**src/rtl/alm_pkg.sv**
```systemverilog
// Shared definitions for the ALM-SOA multiplier datapath.
package alm_pkg;

  localparam int N_DEFAULT = 16;

  // Width of a characteristic (leading-one index) for an n-bit operand.
  function automatic int kw_of(input int n);
    return $clog2(n);
  endfunction

  // One operand in Mitchell log form, shared with the downstream adder stage.
  typedef struct packed {
    logic [$clog2(N_DEFAULT)-1:0] k;
    logic [N_DEFAULT-2:0]         f;
    logic                         zero;
  } log_operand_t;

endpackage

```
**src/rtl/alm_lod.sv**
```systemverilog
// Combinational leading-one detector: index of the highest set bit plus a zero flag.
module alm_lod
  import alm_pkg::*;
#(
  parameter  int N  = N_DEFAULT,
  localparam int KW = kw_of(N)
) (
  input  logic [N-1:0]  x_i,
  output logic [KW-1:0] k_o,
  output logic          zero_o
);

  // Ascending scan so the highest set bit is the last one written; x==0 leaves k at 0.
  always_comb begin
    k_o    = '0;
    zero_o = (x_i == '0);
    for (int i = 0; i < N; i++) begin
      if (x_i[i]) k_o = KW'(i);
    end
  end

endmodule

```
**src/rtl/alm_log_convert.sv**
```systemverilog
// Two-stage log-conversion front end: leading-one detection, then normalisation.
module alm_log_convert
  import alm_pkg::*;
#(
  parameter  int N  = N_DEFAULT,
  localparam int KW = kw_of(N)
) (
  input  logic          clk,
  input  logic          rst_n,
  input  logic          in_valid,
  output logic          in_ready,
  input  logic [N-1:0]  a,
  input  logic [N-1:0]  b,
  output logic          out_valid,
  input  logic          out_ready,
  output logic [KW-1:0] k_a,
  output logic [KW-1:0] k_b,
  output logic [N-2:0]  f_a,
  output logic [N-2:0]  f_b,
  output logic          zero
);

  // Stage 1 only keeps the bits below the MSB: the MSB is always shifted out
  // of the fraction, and its contribution is already captured in k.
  logic          v1_q;
  logic [N-2:0]  a1_q, b1_q;
  logic [KW-1:0] ka1_q, kb1_q;
  logic          za1_q, zb1_q;

  logic          v2_q;
  logic [KW-1:0] k_a_q, k_b_q, k_a_d, k_b_d;
  logic [N-2:0]  f_a_q, f_b_q, f_a_d, f_b_d;
  logic          zero_q, zero_d;

  logic [KW-1:0] ka_lod, kb_lod;
  logic          za_lod, zb_lod;
  logic          ready1, ready2;

  alm_lod #(.N(N)) u_lod_a (.x_i(a), .k_o(ka_lod), .zero_o(za_lod));
  alm_lod #(.N(N)) u_lod_b (.x_i(b), .k_o(kb_lod), .zero_o(zb_lod));

  assign ready2    = !v2_q || out_ready;
  assign ready1    = !v1_q || ready2;
  assign in_ready  = ready1;
  assign out_valid = v2_q;
  assign k_a       = k_a_q;
  assign k_b       = k_b_q;
  assign f_a       = f_a_q;
  assign f_b       = f_b_q;
  assign zero      = zero_q;

  // Stage 1 register: capture operands with their leading-one info on accept.
  always_ff @(posedge clk) begin
    if (!rst_n) begin
      v1_q  <= 1'b0;
      a1_q  <= '0;
      b1_q  <= '0;
      ka1_q <= '0;
      kb1_q <= '0;
      za1_q <= 1'b0;
      zb1_q <= 1'b0;
    end else if (ready1) begin
      v1_q <= in_valid;
      if (in_valid) begin
        a1_q  <= a[N-2:0];
        b1_q  <= b[N-2:0];
        ka1_q <= ka_lod;
        kb1_q <= kb_lod;
        za1_q <= za_lod;
        zb1_q <= zb_lod;
      end
    end
  end

  // Normalisation: left-align the bits under the leading one; zero operands read 0.
  always_comb begin
    k_a_d  = za1_q ? '0 : ka1_q;
    k_b_d  = zb1_q ? '0 : kb1_q;
    f_a_d  = za1_q ? '0 : (a1_q << (KW'(N-1) - ka1_q));
    f_b_d  = zb1_q ? '0 : (b1_q << (KW'(N-1) - kb1_q));
    zero_d = za1_q | zb1_q;
  end

  // Stage 2 register: holds the result steady while the adder stalls.
  always_ff @(posedge clk) begin
    if (!rst_n) begin
      v2_q   <= 1'b0;
      k_a_q  <= '0;
      k_b_q  <= '0;
      f_a_q  <= '0;
      f_b_q  <= '0;
      zero_q <= 1'b0;
    end else if (ready2) begin
      v2_q <= v1_q;
      if (v1_q) begin
        k_a_q  <= k_a_d;
        k_b_q  <= k_b_d;
        f_a_q  <= f_a_d;
        f_b_q  <= f_b_d;
        zero_q <= zero_d;
      end
    end
  end

endmodule

```
**config.mk**
```make
export PLATFORM = sky130hd
export DESIGN_NAME = alm_log_convert
export DESIGN_NICKNAME = d
export VERILOG_FILES = /design/src/rtl/alm_pkg.sv /design/src/rtl/alm_lod.sv /design/src/rtl/alm_log_convert.sv
export SDC_FILE = /design/constraint.sdc
export NUM_CORES = 1
export LEC_CHECK = 0
export CAP_MARGIN = 20
export CORE_UTILIZATION = 50
export CTS_CLUSTER_DIAMETER = 50
export DETAILED_ROUTE_END_ITERATION = 10
export GPL_TIMING_DRIVEN = 0
export PLACE_DENSITY = 0.78
export SLEW_MARGIN = 20
export SYNTH_ARGS = -nofsm -noshare
export SYNTH_HDL_FRONTEND = slang
export SYNTH_SLANG_ARGS = --single-unit
```
**constraint.sdc**
```tcl
create_clock -name clk -period 1.8 [get_ports clk]
set_input_delay 0.18 -clock clk [delete_from_list [all_inputs] [get_ports clk]]
set_output_delay 0.18 -clock clk [all_outputs]
set_load 0.01 [all_outputs]
```
### Yosys cells after proc, flatten, opt, wreduce, memory -nomap -nowiden

Cells that the tools add are included.

| cells by class | value |
|---|---|
| $add $sub $neg | 2 |
| shifts and indexed selects | 2 |
| muxes and demuxes | 34 |
| bitwise gates (word level) | 1 |
| reduce and logical (&&, ||, !) cells | 8 |

Operators by type and width:

| kind | count |
|---|---|
| $mux W4 | 18 |
| $logic_not A16 Y1 | 2 |
| $mux W15 | 2 |
| $shl A15 B4 Y15 | 2 |
| $mux W3 | 8 |
| $mux W2 | 4 |
| $sub A4 B4 Y4 const A | 2 |
| $reduce_and A2 Y1 | 2 |
| $logic_not A1 Y1 | 2 |
| $logic_or A1 B1 Y1 | 2 |
| $mux W1 | 2 |
| $or A1 B1 Y1 | 1 |

| storage, ports and cells | value |
|---|---|
| flip-flop bits (word level) | 81 |
| bits of input ports | 36 |

### Logic depth before layout (Yosys ltp)

| depth | value |
|---|---|
| depth after elaboration | 15 |
| mapped depth | 7 |
| mapped depth without buffers | 5 |

### Cells and area by module

Synthesis repeated with hierarchy kept, for this count alone.

| second synthesis, totals | value |
|---|---|
| cells, all modules | 516 |
| area, all modules | 4415.5 um2 |

Modules (own cells, without submodules):

| module | times used | cells an instance | area each (um2) |
|---|---|---|---|
| alm_log_convert | 1 | 458 | 4092.7 |
| alm_lod | 2 | 29 | 161.4 |

### Worst setup path after synthesis

OpenSTA, ideal clock, no wires.

| timing path | value |
|---|---|
| path kind | register -> register |
| start point | reg kb1_q[0] |
| end point | reg f_b_q[9] (netlist: f_b[9]) |
| library setup time | 0.132 ns |
| arrival | 1.429 ns |
| required time | 1.668 ns |
| setup slack | 0.240 ns |
| cell stages (with the launch flop) | 7 |
| path buffers | 1 |
| clock period less this slack | 1.560 ns |
| path through | dfxtp_1 buf_2 mux4_2 nand2_1 o21ai_1 a221oi_1 nor3_1 |

| between the ends | value |
|---|---|
| cells in the longest elaborated chain, start to end | 3 |

Ends and longest elaborated chain:

| item | RTL line | RTL |
|---|---|---|
| start: declaration | alm_log_convert.sv:27 | `logic [KW-1:0] ka1_q, kb1_q;` |
| start signal: assignment | alm_log_convert.sv:68 | `kb1_q <= kb_lod;` |
| $sub A4 B4 Y4 | alm_log_convert.sv:80 | `f_b_d = zb1_q ? '0 : (b1_q << (KW'(N-1) - kb1_q));` |
| $shl A15 B4 Y15 | alm_log_convert.sv:80 |  |
| $mux W15 | alm_log_convert.sv:80 |  |
| end signal: assignment | alm_log_convert.sv:91 | `f_b_q <= '0;` |
| end signal: assignment | alm_log_convert.sv:99 | `f_b_q <= f_b_d;` |
| end: declaration | alm_log_convert.sv:32 | `logic [N-2:0] f_a_q, f_b_q, f_a_d, f_b_d;` |

No other way between the ends.
A chain may end at the register's enable or synchronous reset.

### Worst setup path in the final report

| timing path | value |
|---|---|
| start point | reg ka1_q[1] |
| end point | reg f_a_q[8] (netlist: f_a[8]) |

| between the ends | value |
|---|---|
| cells in the longest elaborated chain, start to end | 3 |

Ends and longest elaborated chain:

| item | RTL line | RTL |
|---|---|---|
| start: declaration | alm_log_convert.sv:27 |  |
| start signal: assignment | alm_log_convert.sv:67 | `ka1_q <= ka_lod;` |
| $sub A4 B4 Y4 | alm_log_convert.sv:79 | `f_a_d = za1_q ? '0 : (a1_q << (KW'(N-1) - ka1_q));` |
| $shl A15 B4 Y15 | alm_log_convert.sv:79 |  |
| $mux W15 | alm_log_convert.sv:79 |  |
| end signal: assignment | alm_log_convert.sv:90 | `f_a_q <= '0;` |
| end signal: assignment | alm_log_convert.sv:98 | `f_a_q <= f_a_d;` |
| end: declaration | alm_log_convert.sv:32 |  |

No other way between the ends.

==> run metrics <==
kind of critical path=reg2reg; # placed instances=701; ranking of synthesized cells by area=dfxtp_1 38%, nand2_1 8.5%, a21oi_1 8.1%; Net Sw Power=between 1 and 1.5 mW; outcome=finished clean; DRC Markers=0; Hold Violations, Final=0; total track usage=0.286; Pwr Density=around 750 nW/um2; clock skew=between 6 and 7 ps; total CTS buffers=9; # resized after CTS=1; DR WL met2=between 5000 and 6000 um; die height=approximately 94 um; async set-or-reset flop fraction in the synthesized netlist=0; Root Driver=clkbuf_8; # rows=33; Antenna Nets Post-Route=0; Distinct cells, synth=54; ant diodes=0; total power=4.03 mW; Worst Path Buf+Inv=2; top_reg_cell synth=dfxtp_1; final non-filler cell total=just over 700; Slew Limit Headroom=0.583; metal3 WL=approximately 840 um; share of cells above drive strength 1=0.116; layout overhead on the synthesized area=26.0%; commonest non-fill, non-tap cell in the layout=nand2_1; VDD IR max=between 0.3 and 0.4 mV; Startpoint Class=register; top sig layer=met4; initial antenna violation count=0; clock power share=0.328; Hold Buf Count CTS=0; Synth Instances=~520; placed inst area=5130 um2; area leader, netlist=dfxtp_1; Via Count=4263; hpwl dp=between 9000 and 10000 um; DIE WIDTH=~94 um; Initial Util=0.517; sw frac=0.284; Worst-Skew Late Latency=approximately 360 ps; H-Tree Depth=3; CTS max path bufs=2; First DRT Iteration DRCs=around 390; IO Count=between 70 and 80; arrival time worst endpoint=1940 ps; Final period util=0.954; First-pass DRT Iterations=5; GRT overflow=0; core region area=8220 um2; final setup violation count=0; Hold WS=~370 ps; Die ar.=8880 um2; # port buffers=between 70 and 80; first-pass GRT wire length=a little under 20000 um; drt via density=~5.9; WP data required=about 2000 ps; Seq/Total Area, Yosys=0.381; top cell type's share of synthesized area=0.381; yosys synthesis warning count=0; Setup TNS=0 ps; Final min period=between 1500 and 2000 ps; part of the power in registers=0.482; commonest non-fill, non-tap cells in the layout=96 x nand2_1, 80 x dfxtp_1, 75 x clkdlybuf4s50_1; Cell Chain, Critical Path=buf_4 -> buf_8 -> mux2_2 -> mux2i_2 -> nor2_1 -> a21oi_1 -> o22ai_1; Crit-path slowest cell=mux2_2; vias in the first global route=approximately 4000; CP delay by family, top=multiplexers; Max Freq=between 500 and 600 MHz; critical path peak fanout=10; Critical Path Sink Type=register; clock sinks=81; M1 WL=roughly 5600 um; Post CTS Setup Buffer Count=0; CTS tree=built; pin count of the biggest net entering global routing=13; Power Internal=2.89 mW; Post-Syn Area per Cell=just over 8 um2; nets@finish=643; Lkg Pwr=~1.9 nW; CP peak stage delay=370 ps; fin area=roughly 5400 um2; HP Class=in2reg; Comb power frac=0.190; Final Slew Violations=0; fillcell total=705; Placer Congestion=about 0.9; Avg WL per Cell=between 15 and 20 um; RSZ-0062 raised after global routing=false; clock slew at reported path FFs=~80 ps; post-synthesis register bit count=81; final wirelength=approximately 12000 um; # Max-Cap Violations=0; worst-margin pin slew=between 600 and 700 ps; Post-synth EDFFs=0; Synthesized Nets=roughly 560; synthesized cell area=about 4300 um2
[final cells by class]
cell class                 count  area, um2  share of cell area
multi-input combinational    397       2450               0.457
sequential                    81       1620               0.303
timing repair buffer          75        751               0.140
buffer                        36        189              0.0353
clock buffer                  13        149              0.0278
tap                          105        131              0.0245
clock inverter                 3       40.0             0.00747
inverter                       7       26.3             0.00491
[power groups by stage]
stage	Clock [mW]	Sequential [mW]	Combinational (mW)
2_1_floorplan	0	1.97	0.458
3_3_place_gp	0	1.98	0.730
3_5_place_dp	0	1.98	0.740
4_1_cts	1.32	1.94	0.745
5_1_grt	1.40	1.95	0.825
6_report	1.32	1.94	0.765
[flip-flops by register name, summed over array words and instances, names as in the netlist, 4 cells and up]
| register | cells |
|---|---|
| kb1_q | 4 |
| ka1_q | 4 |
| f_a | 15 |
| b1_q | 15 |
| k_b | 4 |
| k_a | 4 |
| f_b | 15 |
| a1_q | 15 |
[kinds of logic (layout without fill, tap and decap cells)]
group | after synthesis | after routing | synth area share
AOI/OAI and AO/OA | 143 | 143 | 0.205
and+or+nand+nor | 208 | 208 | 0.224
buffers and inverters | 43 | 134 | 0.0489
DFF | 81 | 81 | 0.381
muxes | 46 | 46 | 0.141
[through the flow]
stage,setup slack [ps],utilization
finish,83.3,0.652
detailed placement,-337,0.625
CTS,50.4,0.648
global route,4.63,0.652
global placement,-297,0.625
floorplan,240,-
[synth_stat cells, types with 2 or more instances]
| cell type | n |
|---|---|
| a32oi_1 | 5 |
| o31ai_1 | 4 |
| buf_4 | 5 |
| inv_2 | 4 |
| a21oi_1 | 69 |
| nor2b_1 | 6 |
| and3_1 | 4 |
| nor4_1 | 7 |
| a22oi_1 | 3 |
| clkbuf_1 | 16 |
| dfxtp_1 | 81 |
| nor2_1 | 52 |
| buf_2 | 13 |
| nand2_1 | 96 |
| inv_1 | 3 |
| nand3_1 | 8 |
| o221a_2 | 2 |
| nor3b_1 | 3 |
| a2bb2oi_1 | 2 |
| a211oi_1 | 7 |
| or3_1 | 4 |
| nor3_1 | 8 |
| mux4_2 | 10 |
| a32o_1 | 3 |
| mux2_2 | 9 |
| nand3b_1 | 5 |
| o21ai_0 | 22 |
| or4_1 | 2 |
| mux2i_1 | 26 |
| a31oi_1 | 9 |
| o21ai_1 | 2 |
| o211ai_1 | 3 |
| o22ai_1 | 3 |
| nand2b_1 | 5 |
[path summary, 6_finish.rpt]
check             depth (start not counted)  slack, ps  startpoint      end
setup reg to reg                          7         80    ka1_q[1]   f_a[8]
setup / recovery                          7         80    ka1_q[1]   f_a[8]
hold reg to reg                           2        460      f_a[4]   f_a[4]
hold / removal                            3        370       rst_n  f_b[14]
[layer usage]
metal,track usage,vias up
li1,-,2052
met1,0.407,1985
met2,0.431,203
met3,0.0348,23
met4,0.123,0
met5,0,-
[worst reg2reg max path, cell delays in order, from the launching register on]
cell and delay [ps]:
dfxtp_1 320, buf_4 170, buf_8 160, mux2_2 370
mux2i_2 190, nor2_1 60, a21oi_1 190, o22ai_1 130
Note: power is estimated with default switching activity, not from simulation.
==> RTL change (config.mk and constraints unchanged) <==
The package constant `N_DEFAULT` goes from 16 to 8.
--- a/src/rtl/alm_pkg.sv
+++ b/src/rtl/alm_pkg.sv
@@ -1,7 +1,7 @@
 // Shared definitions for the ALM-SOA multiplier datapath.
 package alm_pkg;
 
-  localparam int N_DEFAULT = 16;
+  localparam int N_DEFAULT = 8;
 
   // Width of a characteristic (leading-one index) for an n-bit operand.
   function automatic int kw_of(input int n);
Ports: changed (6 resized); port bits go from 77 to 43. No check against the original RTL was run, so the function may have changed too.
==> RTL change against the unedited design <==
- power decreased by 50%
- largest cell class unchanged
- wire length decreased by 62%
- count of clock-buffer cells in the layout decreased by 6
- final cell count decreased by 54%
- synthesized area decreased by 51%
- via count decreased by 57%
- largest power group unchanged
- sequential cell count decreased by 36
- design area decreased by 50%
- sequential power decreased by 45%
- core utilization increased by 1.3 points
- register-to-register slack improved by 0.23 ns
- worst hold slack improved by 0.090 ns
- worst setup slack improved by 0.019 ns
==> RTL change: results (changes against the unedited design) <==
Run status
  • Outcome: finished clean

Critical path
  • Worst Reg2Reg Path Length in Cells: 5 (-2)
  • CP Max Fanout: 9 (-1)
  • CP delay by family, top: buffers and inverters
  • R2R Setup Slk: 0.31 ns (+0.23 ns)
  • CP Capture Point: in_ready
  • Reg-to-reg endpoint: f_a[6]
  • CP max-delay cell: clkdlybuf4s50_1
  • Critical Path Start: v1_q
  • Worst EP arrival: 1.52 ns (-0.42 ns)
  • Biggest cell delay along the critical path: 0.52 ns (+0.15 ns)

Global route
  • Routing usage on met2: 0.3763 (-0.05490)
  • Total track usage: 0.2420 (-0.04365)
  • GR Util met1: 0.3284 (-0.07821)
  • Vias in the first global route: 1704 (-57%)

STA
  • Worst Setup Slack, final: 0.1023 ns (+0.01905 ns)
  • Worst slew pin tran: 0.4532 ns (-0.1727 ns)

Clocking
  • TritonCTS buffer count: 5 (-4)
  • H-tree depth: 2 (-1)
  • Insertion delay to the later sink of the worst-skew pair: 0.29 ns (-0.07 ns)
  • CTS resizes: 0 (-1)

Cells and area
  • Fill cell count: 353 (-50%)
  • # clk buffers: 7 (-6)
  • Non-clock buffers: 58 (-48%)
  • Count of multi-input gates: 169 (-57%)
  • Final net count: 302 (-53%)
  • Ratio of cells with drive above 1 in the final layout: 0.08511 (-0.03091)
  • Non-clock buffer share: 0.1872 (+0.01178)
  • Multi-input logic area: 1101 um2 (-55%)
  • Layout area overhead: 27.23%

Power
  • P_comb: 0.000304 W (-60%)
  • Sequential Power Share: 0.532 (+0.050)
  • Psw: 0.0005111 W (-55%)

Route
  • Detailed Routing Iterations Pass 1: 4 (-1)
  • Iteration-0 DRC Markers: 127 (-67%)
  • Wire per inst: 14.09 um (-17%)
  • Met2 WL: 2087 um (-62%)
  • Met1 wire length: 2344 um (-58%)

Synth
  • Mux share of post-synthesis cell area: 0.08737 (-0.05330)
  • Area contributors post-synth: dfxtp_1 43%, nand2_1 7.9%, mux2i_1 7.7%, a21boi_1 6.5%, nor2b_1 4.2%
  • Synth Area in Compound Gates: 0.1897 (-0.01571)
  • Unique masters post-synth: 34 (-37%)
  • #FFs+latches synth: 45 (-44%)

Placement
  • Area after DPL: 2574 um2 (-50%)
  • I/O Buffers: 42 (-44%)
  • Post-placement setup slack: 0.05508 ns (+0.3918 ns)

Hold path
  • Worst Hold Class: reg2reg
==> RTL change: cell count changes after synthesis, moves of 12 or more <==
cell	unedited run	this run
clkbuf_1	16	4
dfxtp_1	81	45
nor2_1	52	8
o21ai_0	22	0
a21oi_1	69	6
a21boi_1	0	18
nand2_1	96	44
==> RTL change: how the worst min path moves through the flow <==
stage / from / depth (start not counted) / slack [ns] / end
3_3_place_gp: b1_q[6] / 2 / 0.45 / b1_q[6]
5_1_grt: b1_q[6] / 2 / 0.48 / b1_q[6]
6_report: b1_q[6] / 2 / 0.46 / b1_q[6]
3_5_place_dp: b1_q[6] / 2 / 0.45 / b1_q[6]
4_1_cts: b1_q[6] / 2 / 0.46 / b1_q[6]
2_1_floorplan: a[5] / 2 / 0.31 / a1_q[5]
==> RTL change: per-stage QoR <==
step                std cells  power, W
floorplan                 233  0.001266
global placement          325  0.001388
detailed placement        325  0.001393
CTS                       332  0.002012
global route              332  0.002099
finish                    332  0.002005
